`src/rtl/tx_arp_gen_if.sv`:
```
// Signal bundle between the ARP transmit generator and its environment:
// configuration, trigger pulses and the framed 32-bit payload stream.
interface tx_arp_gen_if;
  logic [47:0] cfg_mac_local;
  logic [31:0] cfg_ip_local;
  logic [31:0] cfg_ip_pc;
  logic [47:0] cfg_mac_pc;
  logic        ack_en;
  logic        req_en;
  logic        dout_rdy;
  logic [31:0] dout_data;
  logic        dout_vld;
  logic        dout_sop;
  logic        dout_eop;
  logic [1:0]  dout_mod;
  logic        busy;

  // Generator side
  modport master (
    input  cfg_mac_local, cfg_ip_local, cfg_ip_pc, cfg_mac_pc,
    input  ack_en, req_en, dout_rdy,
    output dout_data, dout_vld, dout_sop, dout_eop, dout_mod, busy
  );

  // Environment side: configuration/trigger source and stream sink
  modport slave (
    output cfg_mac_local, cfg_ip_local, cfg_ip_pc, cfg_mac_pc,
    output ack_en, req_en, dout_rdy,
    input  dout_data, dout_vld, dout_sop, dout_eop, dout_mod, busy
  );
endinterface

```
`src/rtl/tx_arp_gen.sv`:
```
// ARP request/reply payload generator: snapshots the addressing fields on packet
// start and streams the 28-byte body (optionally padded to 46 bytes) as framed words.
module tx_arp_gen #(
  parameter int DATA_W     = 32,
  parameter int MAC_ADDR_W = 48,
  parameter int IP_ADDR_W  = 32,
  parameter int PAD_EN     = 1
) (
  input  logic          clk,
  input  logic          rst_n,
  tx_arp_gen_if.master  io_arp
);

  typedef enum logic [0:0] {
    ST_IDLE = 1'b0,
    ST_SEND = 1'b1
  } state_t;

  localparam logic [3:0]  LAST_CNT = (PAD_EN != 0) ? 4'd11 : 4'd6;
  localparam logic [1:0]  EOP_MOD  = (PAD_EN != 0) ? 2'd2 : 2'd0;
  localparam logic [15:0] OPER_REQ = 16'd1;
  localparam logic [15:0] OPER_REP = 16'd2;
  localparam logic [DATA_W-1:0] WORD0 = 32'h0001_0800;

  state_t                r_state;
  logic [3:0]            r_cnt;
  logic                  r_pend_ack;
  logic                  r_pend_req;
  logic [15:0]           r_oper;
  logic [MAC_ADDR_W-1:0] r_sha;
  logic [IP_ADDR_W-1:0]  r_spa;
  logic [MAC_ADDR_W-1:0] r_tha;
  logic [IP_ADDR_W-1:0]  r_tpa;
  logic [DATA_W-1:0]     r_data;
  logic                  r_vld;
  logic                  r_sop;
  logic                  r_eop;
  logic [1:0]            r_mod;
  logic                  r_busy;

  logic                  w_start_ack;
  logic                  w_start_req;
  logic                  w_xfer;
  logic [3:0]            w_next_cnt;
  logic [DATA_W-1:0]     w_next_word;

  // Payload word at a given position; padding positions read as zero.
  function automatic logic [DATA_W-1:0] word_at(
    input logic [3:0]            idx,
    input logic [15:0]           oper,
    input logic [MAC_ADDR_W-1:0] sha,
    input logic [IP_ADDR_W-1:0]  spa,
    input logic [MAC_ADDR_W-1:0] tha,
    input logic [IP_ADDR_W-1:0]  tpa
  );
    logic [DATA_W-1:0] w;
    case (idx)
      4'd0:    w = WORD0;
      4'd1:    w = {8'h06, 8'h04, oper};
      4'd2:    w = sha[47:16];
      4'd3:    w = {sha[15:0], spa[31:16]};
      4'd4:    w = {spa[15:0], tha[47:32]};
      4'd5:    w = tha[31:0];
      4'd6:    w = tpa;
      default: w = {DATA_W{1'b0}};
    endcase
    return w;
  endfunction

  // Start decisions and next-word lookup from the snapshotted fields.
  always_comb begin
    w_start_ack = r_pend_ack | io_arp.ack_en;
    w_start_req = r_pend_req | io_arp.req_en;
    w_xfer      = r_vld & io_arp.dout_rdy;
    w_next_cnt  = r_cnt + 4'd1;
    w_next_word = word_at(w_next_cnt, r_oper, r_sha, r_spa, r_tha, r_tpa);
  end

  // Control FSM with registered stream outputs and trigger bookkeeping.
  always_ff @(posedge clk or negedge rst_n) begin
    if (!rst_n) begin
      r_state    <= ST_IDLE;
      r_cnt      <= 4'd0;
      r_pend_ack <= 1'b0;
      r_pend_req <= 1'b0;
      r_oper     <= 16'd0;
      r_sha      <= {MAC_ADDR_W{1'b0}};
      r_spa      <= {IP_ADDR_W{1'b0}};
      r_tha      <= {MAC_ADDR_W{1'b0}};
      r_tpa      <= {IP_ADDR_W{1'b0}};
      r_data     <= {DATA_W{1'b0}};
      r_vld      <= 1'b0;
      r_sop      <= 1'b0;
      r_eop      <= 1'b0;
      r_mod      <= 2'd0;
      r_busy     <= 1'b0;
    end else begin
      // Pulses always latch; a starting packet clears only its own flag below.
      r_pend_ack <= r_pend_ack | io_arp.ack_en;
      r_pend_req <= r_pend_req | io_arp.req_en;
      case (r_state)
        ST_IDLE: begin
          if (w_start_ack || w_start_req) begin
            if (w_start_ack) begin
              r_pend_ack <= 1'b0;
              r_oper     <= OPER_REP;
              r_tha      <= io_arp.cfg_mac_pc;
            end else begin
              r_pend_req <= 1'b0;
              r_oper     <= OPER_REQ;
              r_tha      <= {MAC_ADDR_W{1'b0}};
            end
            r_sha   <= io_arp.cfg_mac_local;
            r_spa   <= io_arp.cfg_ip_local;
            r_tpa   <= io_arp.cfg_ip_pc;
            r_state <= ST_SEND;
            r_cnt   <= 4'd0;
            r_data  <= WORD0;
            r_vld   <= 1'b1;
            r_sop   <= 1'b1;
            r_eop   <= 1'b0;
            r_mod   <= 2'd0;
            r_busy  <= 1'b1;
          end else begin
            r_state <= ST_IDLE;
          end
        end
        ST_SEND: begin
          if (w_xfer) begin
            if (r_eop) begin
              // Dropping vld here guarantees one idle cycle before the next packet.
              r_state <= ST_IDLE;
              r_cnt   <= 4'd0;
              r_data  <= {DATA_W{1'b0}};
              r_vld   <= 1'b0;
              r_sop   <= 1'b0;
              r_eop   <= 1'b0;
              r_mod   <= 2'd0;
              r_busy  <= 1'b0;
            end else begin
              r_cnt  <= w_next_cnt;
              r_data <= w_next_word;
              r_sop  <= 1'b0;
              r_eop  <= (w_next_cnt == LAST_CNT);
              r_mod  <= (w_next_cnt == LAST_CNT) ? EOP_MOD : 2'd0;
            end
          end else begin
            r_state <= ST_SEND;
          end
        end
        default: begin
          r_state <= ST_IDLE;
          r_vld   <= 1'b0;
          r_busy  <= 1'b0;
        end
      endcase
    end
  end

  assign io_arp.dout_data = r_data;
  assign io_arp.dout_vld  = r_vld;
  assign io_arp.dout_sop  = r_sop;
  assign io_arp.dout_eop  = r_eop;
  assign io_arp.dout_mod  = r_mod;
  assign io_arp.busy      = r_busy;

endmodule

```
`src/flat_wrapper.sv`:
```
// flat-port wrapper written by rule: the top's interface ports become plain ports
module tx_arp_gen_flat 
#(
  parameter int DATA_W     = 32,
  parameter int MAC_ADDR_W = 48,
  parameter int IP_ADDR_W  = 32,
  parameter int PAD_EN     = 1
)
  (clk, rst_n, io_arp_cfg_mac_local, io_arp_cfg_ip_local, io_arp_cfg_ip_pc, io_arp_cfg_mac_pc, io_arp_ack_en, io_arp_req_en, io_arp_dout_rdy, io_arp_dout_data, io_arp_dout_vld, io_arp_dout_sop, io_arp_dout_eop, io_arp_dout_mod, io_arp_busy);
  tx_arp_gen_if io_arp_i ();
  input  logic clk;
  input  logic rst_n;
  input wire logic [$bits(io_arp_i.cfg_mac_local)-1:0] io_arp_cfg_mac_local;
  input wire logic [$bits(io_arp_i.cfg_ip_local)-1:0] io_arp_cfg_ip_local;
  input wire logic [$bits(io_arp_i.cfg_ip_pc)-1:0] io_arp_cfg_ip_pc;
  input wire logic [$bits(io_arp_i.cfg_mac_pc)-1:0] io_arp_cfg_mac_pc;
  input wire logic [$bits(io_arp_i.ack_en)-1:0] io_arp_ack_en;
  input wire logic [$bits(io_arp_i.req_en)-1:0] io_arp_req_en;
  input wire logic [$bits(io_arp_i.dout_rdy)-1:0] io_arp_dout_rdy;
  output wire logic [$bits(io_arp_i.dout_data)-1:0] io_arp_dout_data;
  output wire logic [$bits(io_arp_i.dout_vld)-1:0] io_arp_dout_vld;
  output wire logic [$bits(io_arp_i.dout_sop)-1:0] io_arp_dout_sop;
  output wire logic [$bits(io_arp_i.dout_eop)-1:0] io_arp_dout_eop;
  output wire logic [$bits(io_arp_i.dout_mod)-1:0] io_arp_dout_mod;
  output wire logic [$bits(io_arp_i.busy)-1:0] io_arp_busy;
  assign io_arp_i.cfg_mac_local = io_arp_cfg_mac_local;
  assign io_arp_i.cfg_ip_local = io_arp_cfg_ip_local;
  assign io_arp_i.cfg_ip_pc = io_arp_cfg_ip_pc;
  assign io_arp_i.cfg_mac_pc = io_arp_cfg_mac_pc;
  assign io_arp_i.ack_en = io_arp_ack_en;
  assign io_arp_i.req_en = io_arp_req_en;
  assign io_arp_i.dout_rdy = io_arp_dout_rdy;
  assign io_arp_dout_data = io_arp_i.dout_data;
  assign io_arp_dout_vld = io_arp_i.dout_vld;
  assign io_arp_dout_sop = io_arp_i.dout_sop;
  assign io_arp_dout_eop = io_arp_i.dout_eop;
  assign io_arp_dout_mod = io_arp_i.dout_mod;
  assign io_arp_busy = io_arp_i.busy;
  tx_arp_gen #(.DATA_W(DATA_W), .MAC_ADDR_W(MAC_ADDR_W), .IP_ADDR_W(IP_ADDR_W), .PAD_EN(PAD_EN)) u_core (.clk(clk), .rst_n(rst_n), .io_arp(io_arp_i));
endmodule
```
`config.mk`:
```
export PLATFORM = sky130hd
export DESIGN_NAME = tx_arp_gen_flat
export DESIGN_NICKNAME = d
export VERILOG_FILES = /design/src/rtl/tx_arp_gen_if.sv /design/src/rtl/tx_arp_gen.sv /design/src/flat_wrapper.sv
export SDC_FILE = /design/constraint.sdc
export NUM_CORES = 1
export LEC_CHECK = 0
export ABC_AREA = 1
export BUFFER_PORTS_ARGS = -buffer_cell sky130_fd_sc_hd__buf_2
export CAP_MARGIN = 20
export CORE_AREA = 2 2 151 116
export DETAILED_ROUTE_END_ITERATION = 10
export DIE_AREA = 0 0 153 118
export PLACE_DENSITY_LB_ADDON = 0.3
export SYNTH_ARGS = -nofsm -noshare
export SYNTH_HDL_FRONTEND = slang
export SYNTH_SLANG_ARGS = --single-unit
export TNS_END_PERCENT = 1
```
`constraint.sdc`:
```
create_clock -name clk -period 2.3 [get_ports clk]
set_input_delay 0.23 -clock clk [delete_from_list [all_inputs] [get_ports clk]]
set_output_delay 0.23 -clock clk [all_outputs]
set_load 0.05 [all_outputs]
```
=== Yosys cells after proc, flatten, opt, wreduce, memory -nomap -nowiden ===
Index checks and enable logic that the tools add are counted.

* $add $sub $neg: 1
* Multipliers: 0
* Divide/modulo/power cells: 0
* Magnitude comparators: 0
* Equal/unequal tests: 10
* Shift-type cells: 0
* Muxes and demuxes: 35
* Bitwise logic cells: 4
* Reductions and logical operators: 5

{| class="wikitable"
|+ Operators with widths
! kind !! number
|-
| $pmux W32 S7 || 1
|-
| $mux W32 || 3
|-
| $pmux W32 S2 || 1
|-
| $mux W48 || 1
|-
| $mux W1 || 15
|-
| $eq A4 B3 Y1 const B || 3
|-
| $mux W4 || 3
|-
| $mux W2 || 5
|-
| $eq A4 B2 Y1 const B || 2
|-
| $pmux W1 S2 || 4
|-
| $pmux W4 S2 || 1
|-
| $add A4 B1 Y4 const B || 1
|-
| $eq A4 B1 Y1 const B || 1
|-
| $eq A4 B4 Y1 const B || 1
|-
| $logic_not A4 Y1 || 1
|-
| $ne A2 B2 Y1 const B || 2
|-
| $pmux W2 S2 || 1
|-
| $reduce_and A2 Y1 || 2
|-
| $reduce_and A3 Y1 || 1
|-
| $ne A2 B1 Y1 const B || 1
|-
| $or A1 B1 Y1 || 2
|-
| $and A1 B1 Y1 || 1
|-
| $logic_or A1 B1 Y1 || 1
|-
| $not A1 Y1 || 1
|}

* Flip-flop bits (word level): 220
* Latch bits: 0
* RAM bits: 0
* ROM bits: 0
* Bits of input ports: 165
* Output and inout port bits: 38
* Logic and storage cells: 69
* Memories: 0

=== Longest topological paths before layout ===
Gate-level depths: netlist (run 1).

* Word-level depth: 6
* Depth in mapped cells: 12

=== Worst setup path after synthesis (run 1) ===
OpenSTA, ideal clock, no wires.

* Path type: flip-flop to flip-flop
* Start point: register u_core.r_cnt[0]
* End point: register u_core.r_data[20], in the netlist u_core.io_arp.dout_data[20]
* Library setup time: 0.066 ns
* Arrival: 1.777 ns
* Path slack: 0.457 ns
* Cell stages (with the launch flop): 8
* Buffers on the path: 1
* Cell sequence: dfrtp_1 > ha_1 > xnor2_2 > nand2_1 > a211oi_2 > buf_2 > o21ai_1 > nand2_1

* Word-level cells in the longest chain between the ends: 6
* Elaborated cells between the ends (all ways): 12
* Those cells by class: 1 x add/sub; 6 x eq/ne; 4 x mux; 1 x reduce/logical

{| class="wikitable"
|+ RTL lines
! what !! RTL line !! RTL
|-
| start, declared || tx_arp_gen.sv:26 || <nowiki>logic [3:0] r_cnt;</nowiki>
|-
| start signal, assigned || tx_arp_gen.sv:141 || <nowiki>r_cnt <= w_next_cnt;</nowiki>
|-
| $add A4 B1 Y4 * || tx_arp_gen.sv:75 || <nowiki>w_next_cnt = r_cnt + 4'd1;</nowiki>
|-
| $eq A4 B3 Y1, or another cell as far along || tx_arp_gen.sv:57 || <nowiki>case (idx)</nowiki>
|-
| $pmux W32 S7 * || tx_arp_gen.sv:57 ||
|-
| $mux W32 * || tx_arp_gen.sv:130 || <nowiki>if (r_eop) begin</nowiki>
|-
| $mux W32 * || tx_arp_gen.sv:129 || <nowiki>if (w_xfer) begin</nowiki>
|-
| $pmux W32 S2 * || tx_arp_gen.sv:101 || <nowiki>case (r_state)</nowiki>
|-
| end signal, assigned || tx_arp_gen.sv:91 || <nowiki>r_data <= {DATA_W{1'b0}};</nowiki>
|-
| end signal, assigned || tx_arp_gen.sv:134 || <nowiki>r_data <= {DATA_W{1'b0}};</nowiki>
|-
| end signal, assigned || tx_arp_gen.sv:142 || <nowiki>r_data <= w_next_word;</nowiki>
|-
| end, declared || tx_arp_gen.sv:34 || <nowiki>logic [DATA_W-1:0] r_data;</nowiki>
|}

Every way passes the cells marked *; elsewhere a longest branch is shown, timed or not. The select of a mux whose other input is x is not followed.
A chain may end at the register's enable or synchronous reset.

=== Worst setup path in the final report (run 1) ===
* Start point: register u_core.r_cnt[1]
* End point: register u_core.r_data[19], in the netlist u_core.io_arp.dout_data[19]

Same word-level chain as after synthesis.

==> metrics.md, run 1 <==
| Metric | Value |
|---|---|
| Rows | 41 |
| HPWL Detailed | 16010 um |
| Vias | 8570 |
| Clock Skew | 0.01062 ns |
| Synth Area in Compound Gates | 10.50% |
| Area share of the largest cell type after synthesis | 57.64% |
| Max-cap violations | 0 |
| Num CTS Buffers | 20 |
| P_sw | 1608 uW |
| Initial antenna violation count | 1 |
| Mapped Area | 0.008856 mm^2 |
| Area delta synth->final | 39.95% |
| Critical Path RT | 2.73 ns |
| Num Clock Sinks | 204 |
| EDFF count, synth | 0 |
| CP endpoint kind | register |
| Top cell types by occurrence after synthesis | 475 x nand2_1, 204 x dfrtp_1, 82 x inv_1 |
| Layout cells sized above 1 | 19.48% |
| Switching portion of total power | 21.53% |
| Reg2reg end | u_core.io_arp.dout_data[19] |
| Combinational share of power | 7.5% |
| Port Buf Inserts | 201 |
| Residual DRC | 0 |
| Die Wd | 153 um |
| Post-route cell area | 0.01239 mm^2 |
| Layout net count | 1574 |
| VDD IR max | 0.4363 mV |
| Critical Path Start | u_core.r_cnt[1] |
| Netlist cell types | 30 |
| Placed cell areas | 0.01013 mm^2 |
| Routed wire length | 27730 um |
| Post-synthesis sequential element count | 204 |
| CTS tree | yes |
| Hold_sp | io_arp_cfg_mac_pc[5] |
| H-tree lvl count | 1 |
| Top Family by Delay on Critical Path | buffers and inverters |
| Min Tclk post-route | 2.137 ns |
| Yosys top cell by area | dfrtp_1 |
| Status | completed |
| Longest Clk Path Bufs | 3 |
| Cell depth of the worst flop-to-flop path | 8 |
| Root Buffer | clkbuf_16 |
| Die area | 0.01805 mm^2 |
| Fin. Hold Viols | 0 |
| Synth warnings | 0 |
| Vias in the first global route | 8770 |
| Routability congestion estimate from global placement | 0.8482 |
| Hold Crit Class | input pin to register |
| Simple-gate share of the synthesized area | 23.76% |
| Critical-path cell list | ha_1 -> xnor2_2 -> buf_4 -> nand2_1 -> a211oi_4 -> buf_4 -> o21ai_1 -> nand2_1 |
| Vias per cell | 5.245 |
| Critical Path Fanout Max | 17 |
| CP peak stage delay | 0.44 ns |
| Top_reg_cell synth | dfrtp_1 |
| CP Depth | 8 |
| Top cells by area, synth | dfrtp_1 58%, nand2_1 20%, o21ai_0 4.1% |
| Area share of xor/xnor cells in the synthesized design | 0.4945% |
| Post-synth ARST share | 100.0% |
| Internal | 5860 uW |
| First-pass iteration count of the detailed router | 7 |
| Worst setup endpoint | u_core.io_arp.dout_data[19] |
| Leak | 0.006747 uW |
| Die H | 118 um |
| Top-count cell post-synth | nand2_1 |
| Tcrit/Tclk final | 92.93% |
| Ports | 203 |
| Core Region | 0.01657 mm^2 |
| Largest net degree at the start of global routing | 82 |
| Clk Latency, worst-skew pair | 0.49 ns |
| Filler cell count | 1140 |
| Worst-Margin Slew | 0.6451 ns |
| Startpoint Class | register |
| Reg2Reg Setup Slack | 0.16 ns |
| Synth Area in Adders | 0.7064% |
| Power share of the clock group | 44.0% |
| RSZ-0062 raised after global routing | no |
| Crit-path slowest cell | dfrtp_1 |
| Net count after synthesis | 1224 |
| Syn Area/Cell | 8.402 um^2 |
| First-pass GRT wire length | 45190 um |
| Setup TNS | 0 ns |
| CP Class | register to register |
| Power per cell area | 602.6 mW/mm^2 |
| Synth Instances | 1054 |
| Seq pwr share | 48.5% |
| Avg WL per Cell | 16.97 um |
| # setup viols final | 0 |
| Buffers & Inverters on Critical Path | 2 |
| Starting Density | 53.45% |
| Slew Viols, Final | 0 |
| Mux cell area share after synthesis | 0% |
| Seq/Total Area, Yosys | 57.64% |
| Clock Pin Slew Worst Setup and Hold Paths | 0.06 ns |
| Worst slew margin | 56.89% |
| GRT Residual Overflow | 0 |
| Tot GR Track Use | 31.17% |
| WP data arrival | 2.57 ns |
| R2R Path Start | u_core.r_cnt[1] |
| Initial DRC count | 801 |
| Highest clock rate | 0.4679 GHz |
| Antenna viol nets, final | 0 |
| Largest family of logic cells by synthesized area | simple AND/OR/NAND/NOR gates |
-- logic make-up after synthesis --
logic type,count (synthesis)
simple gates,534
flops,204
compound gates,164
buf+inv,144
fa+ha+maj,5
xor+xnor,2
other cells,1
-- worst min path at each step --
stage / slack [ns] / depth (start not counted) / endpoint
global placement: 0.26 / 1 / u_core.r_sha[23]
global route: 0.02 / 3 / u_core.r_tha[5]
floorplan: -0.07 / 0 / u_core.io_arp.dout_data[0]
detailed placement: 0.27 / 1 / u_core.r_sha[23]
finish: 0.009 / 3 / u_core.r_tha[5]
CTS: 0.002 / 3 / u_core.r_tha[5]
-- power groups by stage --
| stage | sequential [uW] | clock [uW] | combinational, uW |
|---|---|---|---|
| global placement | 3690 | 0 | 328 |
| detailed placement | 3690 | 0 | 329 |
| global route | 3620 | 3510 | 602 |
| CTS | 3620 | 3330 | 537 |
| finish | 3620 | 3290 | 557 |
| floorplan | 3700 | 0 | 68.2 |
-- metal layers --
| metal | global-route usage [%] | wire (um) |
|---|---|---|
| met1 | 42.65 | 11510 |
| met2 | 50.92 | 13200 |
| met3 | 5.191 | 2183 |
| met4 | 10.76 | 843 |
| met5 | 0 | 0 |
-- through the flow --
stage	hold WS [ns]	instances	power (uW)	utilization, %	setup WS (ns)
floorplan	-0.06559	1054	3765	-	0.4570
global placement	0.2637	1438	4018	61.14	0.2758
detailed placement	0.2723	1438	4018	61.14	0.1630
CTS	0.001962	1632	7493	74.74	0.1472
global route	0.02028	1633	7733	74.79	0.02579
finish	0.009135	1634	7468	74.80	0.1627
-- worst min-delay path, delay by kind of cell --
family	cells	cell delay, ns
AOI/OAI and AO/OA	1	0.08
buffers and inverters	1	0.10
and+or+nand+nor	1	0.04
-- placed cells by master (no fill, tap or decap), drive strengths merged --
| cell | Yosys | final |
|---|---|---|
| a211oi | 1 | 1 |
| o211ai | 1 | 1 |
| clkinv | 0 | 6 |
| nor2 | 15 | 15 |
| inv | 89 | 89 |
| nand2 | 476 | 476 |
| clkbuf | 35 | 29 |
| a31oi | 1 | 1 |
| a22o | 17 | 17 |
| nand3 | 33 | 33 |
| o21ai | 113 | 113 |
| nor3 | 1 | 1 |
| xor2 | 1 | 1 |
| bufinv | 0 | 1 |
| conb | 1 | 1 |
| nand4 | 9 | 9 |
| diode | 0 | 2 |
| buf | 20 | 223 |
| xnor2 | 1 | 1 |
| dfrtp | 204 | 204 |
| o22ai | 27 | 27 |
| dlygate4sd3 | 0 | 159 |
| ha | 5 | 5 |
| a21oi | 4 | 4 |
-- registers in the layout (all words and copies together) (netlist names) --
register / cells
u_core.io_arp.dout_mod: 1
u_core.io_arp.dout_vld: 1
u_core.r_pend_ack: 1
u_core.io_arp.dout_data: 32
u_core.r_sha: 48
u_core.r_oper: 2
u_core.r_tpa: 32
u_core.r_cnt: 4
u_core.r_spa: 32
u_core.r_state: 1
u_core.io_arp.dout_sop: 1
u_core.r_pend_req: 1
u_core.r_tha: 48
-- layout make-up --
| type | count | area, um^2 | share of cell area, % |
|---|---|---|---|
| tap | 215 | 269.0 | 2.170 |
| timing repair buffer | 383 | 2829 | 22.82 |
| sequential | 204 | 5105 | 41.19 |
| clock buffer | 28 | 601.8 | 4.856 |
| multi-input combinational | 706 | 3178 | 25.64 |
| clock inverter | 7 | 60.06 | 0.4846 |
| antenna | 2 | 5.005 | 0.04038 |
| inverter | 89 | 346.6 | 2.796 |
-- repair_timing --
item / CTS / global route
setup endpoints to repair: 0 / 3
gates resized for setup: 0 / 3
hold buffers: 159 / 0
buffers inserted: 0 / 0
hold endpoints to repair: 224 / 0
Power figures use the tool's default switching activity.
==> inputs of run 2 (changes only) <==
- ABC_AREA: 1 -> 0
- CORE_AREA: 2 2 151 116 -> 2 2 154 118
- DIE_AREA: 0 0 153 118 -> 0 0 156 120
==> metrics.md, run 2 <==
| Metric | Value |
|---|---|
| Top-count cell post-synth | nand2_1 |
| Max-cap violations | 0 (unchanged) |
| Critical Path RT | 2.71 ns (-0.02 ns) |
| Buffers & Inverters on Critical Path | 2 (unchanged) |
| Slew Viols, Final | 0 (unchanged) |
| Num Clock Sinks | 204 (unchanged) |
| CP peak stage delay | 0.61 ns (+0.17 ns) |
| Residual DRC | 0 (unchanged) |
| CTS tree | yes |
| Routability congestion estimate from global placement | 0.9489 (+12%) |
| GRT Residual Overflow | 0 (unchanged) |
| Net count after synthesis | 1144 (-6.5%) |
| Top cells by area, synth | dfrtp_1 55%, nand2_1 16%, a22o_1 4.8% |
| Seq/Total Area, Yosys | 54.93% (-2.7 points) |
| First-pass iteration count of the detailed router | 5 (-2) |
| RSZ-0062 raised after global routing | yes |
| Worst slew margin | 55.47% (-1.4 points) |
| Top Family by Delay on Critical Path | simple AND/OR/NAND/NOR gates |
| Clock Pin Slew Worst Setup and Hold Paths | 0.06 ns (about the same) |
| Routed wire length | 32830 um (+18%) |
| Tot GR Track Use | 34.04% (+2.9 points) |
| Yosys top cell by area | dfrtp_1 |
| Reg2Reg Setup Slack | 0.03 ns (-0.14 ns) |
| Placed cell areas | 0.01100 mm^2 (+8.5%) |
| Ports | 203 (unchanged) |
| WP data arrival | 2.68 ns (+0.11 ns) |
| Crit-path slowest cell | or4_4 |
| Worst-Margin Slew | 0.6679 ns (+0.02277 ns) |
| Critical Path Fanout Max | 7 (-10) |
| Synth Instances | 974 (-7.6%) |
| Power per cell area | 1349 mW/mm^2 (+120%) |
| Min Tclk post-route | 2.274 ns (+0.1370 ns) |
| H-tree lvl count | 1 (unchanged) |
| Layout net count | 1532 (-2.7%) |
| Leak | 0.006817 uW (+1.0%) |
| Syn Area/Cell | 9.541 um^2 (+14%) |
| Core Region | 0.01729 mm^2 (+4.3%) |
| Layout cells sized above 1 | 26.82% (+7.3 points) |
| HPWL Detailed | 19390 um (+21%) |
| CP endpoint kind | register |
| Status | completed |
| Final std cells w/o fill | 1597 (-2.3%) |
| EDFF count, synth | 0 (unchanged) |
| Highest clock rate | 0.4397 GHz (-6.0%) |
| Area delta synth->final | 45.66% |
| Post-route cell area | 0.01354 mm^2 (+9.2%) |
| Longest Clk Path Bufs | 3 (unchanged) |
| Port Buf Inserts | 201 (unchanged) |
| Vias | 9356 (+9.2%) |
| Synth warnings | 0 (unchanged) |
| Top cell types by occurrence after synthesis | 404 x nand2_1, 204 x dfrtp_1, 51 x a22o_1, 51 x clkbuf_1, 39 x o21ai_0 |
| Post-synthesis sequential element count | 204 (unchanged) |
| Fin. Hold Viols | 0 (unchanged) |
| Hold Crit Class | input pin to register |
| Die H | 120 um (+1.7%) |
| Critical-path cell list | buf_6 -> ha_4 -> nor4_2 -> or2_4 -> or4_4 -> clkbuf_16 -> a21o_1 -> o211ai_2 |
| First-pass GRT wire length | 49610 um (+9.8%) |
| Avg WL per Cell | 20.56 um (+21%) |
| Netlist cell types | 63 (+110%) |
| Vias per cell | 5.858 (+12%) |
| Clock Skew | 0.01505 ns (+0.004431 ns) |
| Mapped Area | 0.009293 mm^2 (+4.9%) |
| Startpoint Class | register |
| Largest regs | u_core.r_sha (48), u_core.r_tha (48) |
| Initial antenna violation count | 1 (unchanged) |
| Filler cell count | 1054 (-7.5%) |
| Vias in the first global route | 9120 (+4.0%) |
| VDD IR max | 1.011 mV (+130%) |
| CP Class | register to register |
| Tcrit/Tclk final | 98.88% (+6.0 points) |
| Commonest cells after routing, fill and taps aside | 404 x nand2_1, 202 x dfrtp_1, 200 x buf_2 |
| Initial DRC count | 1129 (+41%) |
| Num CTS Buffers | 20 (unchanged) |
| Clk Latency, worst-skew pair | 0.50 ns (about the same) |
| Finished Core Util | 78.29% (+3.5 points) |
| # setup viols final | 0 (unchanged) |
| Area share of the largest cell type after synthesis | 54.93% (-2.7 points) |
| Top_reg_cell synth | dfrtp_1 |
| Antenna viol nets, final | 0 (unchanged) |
| Most common cell after layout, fill and taps aside | nand2_1 |
| Hold_ws | 0.02842 ns (+0.01929 ns) |
| Rows | 42 (+2.4%) |
| Largest net degree at the start of global routing | 94 (+15%) |
| Starting Density | 53.75% (+0.30 points) |
| Die Wd | 156 um (+2.0%) |
| Post-synth ARST share | 100.0% (unchanged) |
| Placed Cells | 1396 (-2.9%) |
| Root Buffer | clkbuf_16 |
| Die area | 0.01872 mm^2 (+3.7%) |
run 2: changes by cell type after synthesis, sizes merged, moves of 6 or more:
cell,previous run,this run
o21ai,113,40
nor2b,0,6
a22oi,0,7
nand2,476,404
nand3,33,6
o22ai,27,1
a222oi,0,25
a22o,17,51
nand4,9,3
a21o,0,24
o211ai,1,27
clkbuf,35,51
inv,89,6
run 2: metal layers:
metal / share of wire (%) / track usage [%]
met4: 3.0 / 9.862
met3: 9.6 / 6.356
met1: 41 / 48.63
met2: 46 / 53.62
met5: 0 / 0
run 2: cell type report:
| type | instances | area [um^2] | area share, % |
|---|---|---|---|
| clock buffers | 31 | 613.1 | 4.529 |
| clock inverters | 5 | 125.1 | 0.9244 |
| multi-input cells | 693 | 3955 | 29.22 |
| flip-flops and latches | 204 | 5107 | 37.73 |
| diodes | 1 | 2.502 | 0.01849 |
| inverters | 6 | 22.52 | 0.1664 |
| repair buffers | 437 | 3435 | 25.37 |
| well taps | 220 | 275.3 | 2.034 |
run 2: worst paths after layout:
check | end | depth (start not counted) | startpoint
setup reg to reg | u_core.io_arp.dout_data[23] | 8 | u_core.r_cnt[0]
setup / recovery | u_core.io_arp.dout_data[23] | 8 | u_core.r_cnt[0]
min in group asynchronous | u_core.r_sha[16] | 2 | rst_n
hold reg to reg | u_core.r_spa[30] | 2 | u_core.r_spa[30]
max in group asynchronous | u_core.r_sha[20] | 3 | rst_n
hold / removal | u_core.r_tha[24] | 2 | io_arp_cfg_mac_pc[24]
run 2: logic make-up (layout without fill, tap and decap cells):
logic type               Yosys count  count (layout)  share of synthesized area (%)
multiplexers                       3               3                         0.3232
flip-flops                       204             204                          54.93
AO/OA/AOI/OAI                    212             212                          19.27
other                              1               2                        0.04035
adder cells (fa/ha/maj)            5               5                         0.6732
buffers and inverters             77             479                          3.891
AND/OR/NAND/NOR                  472             472                          20.87
run 2: metrics by stage:
step | worst slack (ns) | TNS, ns | power, uW
floorplan | 0.01749 | 0 | 10820
finish | 0.02573 | 0 | 18260
global placement | 0.09280 | 0 | 13320
detailed placement | 0.003195 | 0 | 13520
CTS | 0.004186 | 0 | 17410
global route | -0.04372 | -0.1805 | 19170
run 2: power breakdown:
| group | switching, uW | total [uW] | leakage, uW | internal, uW |
|---|---|---|---|---|
| registers | 1020 | 6020 | 0.00265 | 4990 |
| clock network | 1390 | 3680 | 0.000361 | 2280 |
| logic | 5220 | 8560 | 0.00381 | 3350 |
run 2: repair_timing:
| action | in CTS | in global routing |
|---|---|---|
| gates resized for setup | 2 | 21 |
| endpoints found under the setup margin | 3 | 27 |
| setup buffers | 0 | 5 |
| pin swaps | 1 | 6 |
| hold buffers | 154 | 1 |
| endpoints found under the hold margin | 228 | 1 |
| gates cloned | 0 | 4 |
==> inputs of run 3 (changes only) <==
- CELL_PAD_IN_SITES_DETAIL_PLACEMENT: unset -> 0
- CELL_PAD_IN_SITES_GLOBAL_PLACEMENT: unset -> 1
- CORE_AREA: 2 2 154 118 -> 2 2 177 136
- DIE_AREA: 0 0 156 120 -> 0 0 179 138
- SLEW_MARGIN: unset -> 20
==> metrics.md, run 3 (synthesized netlist as in run 2, its figures left out) <==
| Metric | Value |
|---|---|
| Hold Crit Class | input pin to register |
| R2R Path Start | u_core.r_cnt[0] |
| Antenna viol nets, final | 0 (unchanged) |
| Internal | 10340 uW (-2.7%) |
| Switching portion of total power | 41.93% (+0.11 points) |
| Combinational share of power | 46.9% (about the same) |
| Routed wire length | 31110 um (-5.2%) |
| Worst Hold Depth | 3 (+1) |
| Min Tclk post-route | 2.268 ns (-0.006123 ns) |
| CTS tree | yes |
| Vias in the first global route | 8496 (-6.8%) |
| First-pass iteration count of the detailed router | 5 (unchanged) |
| Leak | 0.006729 uW (-1.3%) |
| Critical Path RT | 2.72 ns (about the same) |
| Longest Clk Path Bufs | 3 (unchanged) |
| First-pass GRT wire length | 48290 um (-2.7%) |
| Tot Pwr | 17800 uW (-2.5%) |
| Layout net count | 1522 (-0.65%) |
| Clk Latency, worst-skew pair | 0.50 ns (about the same) |
| Tot GR Track Use | 24.91% (-9.1 points) |
| Setup TNS | 0 ns (unchanged) |
| WP data arrival | 2.69 ns (about the same) |
| Slew Viols, Final | 0 (unchanged) |
| Residual DRC | 0 (unchanged) |
| Hold worst-path end | u_core.r_spa[29] |
| Tcrit/Tclk final | 98.62% (-0.27 points) |
| Startpoint Class | register |
| Hold_sp | io_arp_cfg_ip_local[29] |
| Reg2reg end | u_core.io_arp.dout_data[7] |
| Starting Density | 39.99% (-14 points) |
| GRT Residual Overflow | 0 (unchanged) |
| Port Buf Inserts | 201 (unchanged) |
| Vias per cell | 5.177 (-12%) |
| HPWL Detailed | 20880 um (+7.7%) |
| Root Buffer | clkbuf_16 |
| H-tree lvl count | 1 (unchanged) |
| VDD IR max | 0.6481 mV (-36%) |
| Layout cells sized above 1 | 26.01% (-0.81 points) |
| Power share of the clock group | 19.2% (-0.9 points) |
| Filler cell count | 2025 (+92%) |
| Area delta synth->final | 45.36% |
| Cell depth of the worst flop-to-flop path | 7 (-1) |
| Initial DRC count | 793 (-30%) |
| RSZ-0062 raised after global routing | yes |
| Critical Path Start | u_core.r_cnt[0] |
| # diodes | 0 (-1) |
| Commonest cells after routing, fill and taps aside | 404 x nand2_1, 202 x dfrtp_1, 200 x buf_2 |
| Num Clock Sinks | 204 (unchanged) |
| Max-cap violations | 0 (unchanged) |
| Fin. Hold Viols | 0 (unchanged) |
| CP endpoint kind | register |
| Clock Skew | 0.008936 ns (-0.006118 ns) |
| Worst slew margin | 56.70% (+1.2 points) |
| CP Class | register to register |
| Vias | 8651 (-7.5%) |
| Most common cell after layout, fill and taps aside | nand2_1 |
| Core Region | 0.02324 mm^2 (+34%) |
| # setup viols final | 0 (unchanged) |
| Ports | 203 (unchanged) |
| Avg WL per Cell | 18.62 um (-9.4%) |
| Power per cell area | 1318 mW/mm^2 (-2.3%) |
| Largest net degree at the start of global routing | 63 (-33%) |
| Finished Core Util | 58.13% (-20 points) |
| Routability congestion estimate from global placement | 0.8642 (-8.9%) |
| P_sw | 7466 uW (-2.2%) |
| Highest clock rate | 0.4409 GHz (+0.27%) |
| Largest regs | u_core.r_sha (48), u_core.r_tha (48) |
| Die Wd | 179 um (+15%) |
| Status | completed |
| Initial antenna violation count | 0 (-1) |
| Reg2Reg Setup Slack | 0.03 ns (about the same) |
| Die area | 0.02470 mm^2 (+32%) |
| Worst-Margin Slew | 0.6495 ns (-0.01837 ns) |
| Num CTS Buffers | 21 (+5.0%) |
| Clock Pin Slew Worst Setup and Hold Paths | 0.07 ns (about the same) |
| Rows | 49 (+17%) |
| Seq pwr share | 33.9% (+1.0 points) |
| Die H | 138 um (+15%) |
| Critical Path Fanout Max | 7 (unchanged) |
run 3: worst max-delay path, stage by stage, from the launching register on:
cell,delay [ns]
dfrtp_2,0.48
ha_2,0.29
nor4_1,0.08
or2_4,0.26
or4_4,0.63
buf_12,0.20
a21o_1,0.18
o211ai_2,0.08
run 3: layout make-up:
cell class | count | area, um^2 | share of cell area (%)
Timing Repair Buffer | 426 | 3376 | 24.99
Sequential cell | 204 | 5107 | 37.81
Clock buffer | 28 | 581.8 | 4.307
Inverter | 6 | 25.02 | 0.1853
Clock inverter | 8 | 93.84 | 0.6947
Multi-Input combinational cell | 693 | 3941 | 29.18
Tap cell | 306 | 382.9 | 2.834
run 3: through the flow:
step / worst slack [ns] / hold slack (ns) / cells / instance area (um^2)
6_report: 0.03185 / 0.01520 / 1671 / 13510
4_1_cts: 0.02595 / 0.0005437 / 1667 / 13340
3_3_place_gp: 0.1013 / 0.2272 / 1472 / 11070
3_5_place_dp: 0.05590 / 0.2253 / 1472 / 11070
2_1_floorplan: 0.01749 / -0.06559 / 974 / 9296
5_1_grt: -0.02010 / 0.02755 / 1671 / 13510
run 3: worst max path at each step:
| stage | endpoint | cells past startpoint |
|---|---|---|
| after floorplan | u_core.io_arp.dout_data[23] | 10 |
| after global placement | u_core.io_arp.dout_data[6] | 9 |
| after detailed placement | u_core.io_arp.dout_data[6] | 9 |
| after CTS | u_core.io_arp.dout_data[6] | 9 |
| after global routing | u_core.io_arp.dout_data[8] | 7 |
| final | u_core.io_arp.dout_data[7] | 7 |
run 3: routing by layer:
layer  up-vias  GRT usage [%]  share of wire [%]
li1       4106              -                  -
met1      4164          39.12                 49
met2       348          35.89                 42
met3        33          4.538                7.8
met4         0          5.006                1.7
met5         -              0                  0
run 3: power by group through the flow:
stage | combinational [uW] | sequential [uW] | clock, uW
3_5_place_dp | 7750 | 6010 | 0
2_1_floorplan | 4550 | 6260 | 0
6_report | 8350 | 6030 | 3420
4_1_cts | 7990 | 5970 | 3470
3_3_place_gp | 7590 | 6050 | 0
5_1_grt | 9190 | 6160 | 3610
run 3: repair_timing:
item | 4_1_cts | 5_1_grt
gates resized for setup | 0 | 19
setup buffers | 0 | 1
setup endpoints to repair | 0 | 28
hold endpoints to repair | 204 | 0
hold buffers | 159 | 0
